--- config.mk ---
export PLATFORM = sky130hd
export DESIGN_NAME = clk_divider_prog
export DESIGN_NICKNAME = d
export VERILOG_FILES = /design/src/rtl/clk_divider_prog.sv
export SDC_FILE = /design/constraint.sdc
export NUM_CORES = 1
export LEC_CHECK = 0
export CAP_MARGIN = 20
export CORE_ASPECT_RATIO = 1.75
export CORE_MARGIN = 3
export CORE_UTILIZATION = 25
export CTS_CLUSTER_SIZE = 30
export DETAILED_ROUTE_END_ITERATION = 8
export GPL_TIMING_DRIVEN = 1
export HOLD_SLACK_MARGIN = 0.12
export PLACE_DENSITY_LB_ADDON = 0.05
export SETUP_SLACK_MARGIN = 0.3
export SLEW_MARGIN = 5
export SYNTH_ARGS = -nofsm -noshare
export SYNTH_HDL_FRONTEND = slang
export SYNTH_SLANG_ARGS = --single-unit
export TNS_END_PERCENT = 50
--- constraint.sdc ---
create_clock -name clk_in -period 3 [get_ports clk_in]
set_input_delay 0.6 -clock clk_in [delete_from_list [all_inputs] [get_ports clk_in]]
set_output_delay 0.6 -clock clk_in [all_outputs]
set_load 0.1 [all_outputs]
--- src/rtl/clk_divider_prog.sv ---
// Runtime-programmable integer clock divider.
// clk_out = clk_in / div_cur for any divisor >= 2, including odd values.
// The high phase is ceil(N/2) cycles and the low phase is the rest.
// A new divisor is held in a shadow register and takes effect only at a
// period boundary, so clk_out never produces a runt pulse.
// Optional macro CLKDIV_CLEAN_STOP_EN changes how en=0 behaves:
//   undefined - en=0 freezes the counter and clk_out at their current values.
//   defined   - en=0 lets the current period finish, then parks clk_out low.
module clk_divider_prog #(
  parameter int WIDTH       = 16,
  parameter int DEFAULT_DIV = 2
) (
  input  logic             clk_in,
  input  logic             rst_n,
  input  logic             en,
  input  logic [WIDTH-1:0] div_in,
  input  logic             div_load,
  output logic             clk_out,
  output logic             tick,
  output logic [WIDTH-1:0] div_cur,
  output logic             load_pend
);

  localparam logic [WIDTH-1:0] MIN_DIV   = WIDTH'(2);
  localparam logic [WIDTH-1:0] RESET_DIV = (DEFAULT_DIV < 2) ? MIN_DIV : WIDTH'(DEFAULT_DIV);

  // Divisors below 2 cannot form a period with both phases, so they are raised to 2.
  function automatic logic [WIDTH-1:0] clamp_div(input logic [WIDTH-1:0] x);
    return (x < MIN_DIV) ? MIN_DIV : x;
  endfunction

  logic [WIDTH-1:0] count_q,     count_d;
  logic             clk_out_q,   clk_out_d;
  logic             tick_q,      tick_d;
  logic [WIDTH-1:0] div_cur_q,   div_cur_d;
  logic [WIDTH-1:0] shadow_q,    shadow_d;
  logic             load_pend_q, load_pend_d;

  logic [WIDTH:0]   hi_sum;
  logic [WIDTH-1:0] hi_cnt;
  logic [WIDTH-1:0] last_cnt;
  logic [WIDTH-1:0] div_in_clamped;
  logic             stopped;
  logic             run;
  logic             at_boundary;
  logic             apply_now;

  // Phase split point and last count of the period; the extra bit keeps
  // ceil(N/2) correct at the maximum divisor 2^WIDTH-1.
  assign hi_sum         = {1'b0, div_cur_q} + (WIDTH+1)'(1);
  assign hi_cnt         = hi_sum[WIDTH:1];
  assign last_cnt       = div_cur_q - WIDTH'(1);
  assign div_in_clamped = clamp_div(div_in);

  // Between a boundary and the next rising edge: a safe point to swap divisors.
  assign stopped = (count_q == '0) && !clk_out_q;

`ifdef CLKDIV_CLEAN_STOP_EN
  // Keep running until the period in progress has finished.
  assign run = en || !stopped;
`else
  // Freeze exactly where we are.
  assign run = en;
`endif

  assign at_boundary = run && (count_q == last_cnt);
  assign apply_now   = at_boundary || (!en && stopped);

  // Next-state logic: waveform generation, counter and divisor hand-over.
  always_comb begin
    // NOTE: every output of this block gets a default first so no path leaves
    // a variable unassigned, which would otherwise infer a latch.
    count_d     = count_q;
    clk_out_d   = clk_out_q;
    tick_d      = 1'b0;
    div_cur_d   = div_cur_q;
    shadow_d    = shadow_q;
    load_pend_d = load_pend_q;

    if (run) begin
      if (count_q == '0) begin
        clk_out_d = 1'b1;
        tick_d    = 1'b1;
      end else if (count_q == hi_cnt) begin
        clk_out_d = 1'b0;
      end
      count_d = at_boundary ? '0 : count_q + WIDTH'(1);
    end

    if (apply_now) begin
      // A load arriving on the hand-over edge itself bypasses the shadow.
      if (div_load) begin
        div_cur_d   = div_in_clamped;
        shadow_d    = div_in_clamped;
        load_pend_d = 1'b0;
      end else if (load_pend_q) begin
        div_cur_d   = shadow_q;
        load_pend_d = 1'b0;
      end
    end else if (div_load) begin
      // Last load before the boundary wins.
      shadow_d    = div_in_clamped;
      load_pend_d = 1'b1;
    end
  end

  // State registers; reset discards any pending divisor.
  always_ff @(posedge clk_in or negedge rst_n) begin
    // NOTE: registers take non-blocking assignments so every flop samples the
    // pre-edge value of the others regardless of statement order.
    if (!rst_n) begin
      count_q     <= '0;
      clk_out_q   <= 1'b0;
      tick_q      <= 1'b0;
      div_cur_q   <= RESET_DIV;
      shadow_q    <= RESET_DIV;
      load_pend_q <= 1'b0;
    end else begin
      count_q     <= count_d;
      clk_out_q   <= clk_out_d;
      tick_q      <= tick_d;
      div_cur_q   <= div_cur_d;
      shadow_q    <= shadow_d;
      load_pend_q <= load_pend_d;
    end
  end

  assign clk_out   = clk_out_q;
  assign tick      = tick_q;
  assign div_cur   = div_cur_q;
  assign load_pend = load_pend_q;

endmodule

==> out/metrics.csv <==
stage,metric,value,unit
setup_path,Worst setup SP type,flip-flop,
timing,Max-slew headroom,61.7,%
setup_path,number of cells on the worst reg-to-reg path,9,
cells_and_area,layout cells sized above 1,24.6,%
timing,Fmax,0.390,GHz
logic_synthesis,Yosys Warn Count,0,
timing,unrepaired setup endpoints after global routing,no,
setup_path,worst reg2reg startpoint,div_cur[1],
logic_synthesis,combinational family with the most area after synthesis,simple AND/OR/NAND/NOR gates,
logic_synthesis,async set-reset flop share out of synthesis,100,%
floorplan,io pins,39,
clocking,CTS sink cnt,51,
logic_synthesis,post-synthesis mux area share,13.5,%
pwr,combinational share of power,51.5,%
pwr,clock share of power,18.6,%
setup_path,"critical path fanouts, max",9,
setup_path,WP buf/inv,2,
clocking,clk slew on worst S/H paths,0.07,ns
logic_synthesis,top_reg_cell synth,dfrtp_1,
floorplan,Die W,101,um
grt,first-pass GRT wire length,19400,um
setup_path,critical path's top delay family,compound AO/OA/AOI/OAI gates,
run,Max Cap Violations,0,
logic_synthesis,compound-cell area share of the yosys netlist,10.1,%
pwr,P_leak,1.96,nW
hold_path,worst min-delay path class,primary input to async pin,
detailed_routing,drt total wl,12500,um
logic_synthesis,simple-gate share of the synthesized area,23.0,%
logic_synthesis,synthesized cell area,3920,sq um
detailed_routing,drt pass-1 iters,5,
timing,setup ws final,0.438,ns
setup_path,reg2reg setup slack,0.44,ns
timing,Final Skew,0.00757,ns
placed_design,GPL Wtd Cong,0.741,
cells_and_area,Non-Filler Instances,641,
logic_synthesis,part of the Yosys area used for sequential elements,32.6,%
grt,initial antenna violation count,0,
clocking,root buffer cell,clkbuf_16,
logic_synthesis,largest area contributor in the netlist,dfrtp_1,
clocking,clk_lat worst skew,0.30,ns
setup_path,worst flop-to-flop path endpoint,div_cur[8],
timing,setup violators final,0,
timing,"Hold Vio Cnt, Final",0,
placed_design,Setup WS pre-CTS,0.150,ns
timing,Tightest Pin Transition,0.575,ns
detailed_routing,number of vias per cell,4.97,
grt,GRT Util Overall,15.0,%
grt,number of global-route vias before repair,3315,
status,outcome,"complete, no violations",
setup_path,CP endpoint kind,flip-flop,
logic_synthesis,Synth Register Bits,51,
detailed_routing,Avg WL per Cell,19.5,um
cells_and_area,most frequent cells in the layout,"buf_4 (54), dfrtp_1 (45), nor2_1 (38)",
detailed_routing,DRC Markers,0,
setup_path,"Largest stage delay, worst path",0.67,ns
setup_path,cells along the critical path,inv_1 > ha_4 > nand2b_1 > a21o_1 > a32oi_1 > nor4_4 > o211ai_4 > buf_4 > mux2i_1,
detailed_routing,first-iteration detailed-routing DRC count,96,
clocking,CTS Buf Count,5,
floorplan,# rows,60,
clocking,hold_buf cts,0,
logic_synthesis,post-synthesis xor/xnor area fraction,10.3,%
floorplan,DIE AREA,17300,sq um
logic_synthesis,Mapped Nets,433,
pwr,Psw,1.76,mW
timing,hold_ws,0.284,ns
floorplan,initial core utilization,25.5,%
grt,largest net degree at the start of global routing,24,
cells_and_area,"leading cell type in the layout, fill and taps excluded",buf_4,
placed_design,placed insts,631,
timing,period utilization,85.4,%
timing,TNS Setup,0,ns
cells_and_area,fin nets,478,
floorplan,die height,172,um
logic_synthesis,Post-synth EDFFs,0,
pwr,Power per Cell Area,765,nW/um^2
logic_synthesis,Synth cell types,60,
cells_and_area,Antenna Cells,0,
logic_synthesis,syn avg cell area,9.59,sq um
pwr,internal power,1.85,mW
setup_path,WP data required,3.22,ns
cells_and_area,Syn-to-layout area delta,20.4,%
detailed_routing,Routed Antenna Nets,0,
floorplan,core area,15400,sq um
setup_path,crit path kind,flip-flop to flip-flop,
logic_synthesis,Post-Synth Adder-Cell Area,1.28,%
placed_design,Buffers on Ports,38,
logic_synthesis,post-synth top area share,31.3,%
clocking,H-tree Lvls,2,
logic_synthesis,Cells after Synth,409,
clocking,CTS Buffer Depth,2,
placed_design,hpwl dp,9930,um
pwr,Max VDD drop,0.000251,V
pwr,switching share of power,48.8,%
detailed_routing,via count,3186,
pwr,part of the power in registers,29.9,%
clocking,CTS tree,yes,
timing,post-route minimum period,2.56,ns
logic_synthesis,Synth area leaders,"dfrtp_1 (31%), mux2i_1 (9.4%), xnor2_1 (5.1%)",
setup_path,"slowest stage cell, crit path",dfstp_4,
setup_path,CP Data Arrival Time,2.78,ns
grt,grt total ovfl,0,
timing,fin. max-slew vios,0,
-- through the flow --
step / area, sq um / utilization (%) / power (mW)
CTS: 4660 / 30.3 / 3.66
detailed placement: 4470 / 29.0 / 2.94
finish: 4720 / 30.7 / 3.61
floorplan: 3930 / - / 2.45
global route: 4720 / 30.7 / 3.82
global placement: 4470 / 29.0 / 2.92
-- flip-flops by register name, summed over array words and instances (netlist names) --
signal	count
clk_out	1
count_q	16
div_cur	16
load_pend	1
shadow_q	16
tick	1
-- cell usage after synthesis (all sizes together) (3+ instances only) --
master	number
and3	5
mux2i	37
mux2	14
nand2	21
xnor2	23
buf	31
o31a	4
and2	3
inv	10
a21oi	3
nand3	23
o211ai	8
nor3b	4
ha	4
nor2	40
nor4	15
o21ai	10
clkbuf	8
dfrtp	49
nand4	15
a32oi	3
xor2	23
nor3	13
or2	4
nand2b	3
-- worst reg2reg max path, stage by stage (launching register included) --
cell	delay [ns]
dfstp_4	0.67
inv_1	0.11
ha_4	0.19
nand2b_1	0.19
a21o_1	0.20
a32oi_1	0.38
nor4_4	0.09
o211ai_4	0.17
buf_4	0.29
mux2i_1	0.22
-- layout make-up --
type	count	area, sq um
Timing Repair Buffer	77	671
Fill cell	1641	10700
Tap cell	186	233
Sequential cell	51	1290
Multi-Input combinational cell	309	2330
Clock inverter	2	37.5
Inverter	10	37.5
Clock buffer	6	129
-- metal layers --
metal | global-route usage (%) | up-vias | share of wire [%]
li1 | - | 1552 | -
met1 | 15.8 | 1565 | 37
met2 | 29.6 | 51 | 57
met3 | 1.50 | 18 | 2.2
met4 | 5.98 | 0 | 3.7
met5 | 0 | - | 0
-- timing repair --
action,4_1_cts,5_1_grt
buffers inserted,0,2
resized for setup,3,5
pin swaps,0,1
endpoints found under the setup margin,33,32
-- worst max-delay path by stage --
stage / start / end / slack (ns) / depth (start not counted)
floorplan: div_cur[5] / div_cur[10] / 0.34 / 9
global placement: div_cur[1] / count_q[9] / 0.21 / 10
global route: div_cur[1] / div_cur[9] / 0.33 / 9
detailed placement: div_cur[1] / div_cur[12] / 0.15 / 9
finish: div_cur[1] / div_cur[8] / 0.44 / 9
CTS: div_cur[1] / div_cur[12] / 0.36 / 9
-- power groups by stage --
| stage | clock network [mW] | registers, mW | logic [mW] |
|---|---|---|---|
| finish | 0.672 | 1.08 | 1.86 |
| global route | 0.714 | 1.11 | 2.00 |
| CTS | 0.702 | 1.08 | 1.87 |
| detailed placement | 0 | 1.09 | 1.84 |
| global placement | 0 | 1.09 | 1.83 |
| floorplan | 0 | 1.47 | 0.985 |
-- logic make-up after synthesis --
family | count (synthesis)
buf+inv | 49
compound gates | 49
flops | 51
simple gates | 159
xor+xnor | 46
fa+ha+maj | 4
mux | 51
Note: power is estimated with default switching activity, not from simulation.
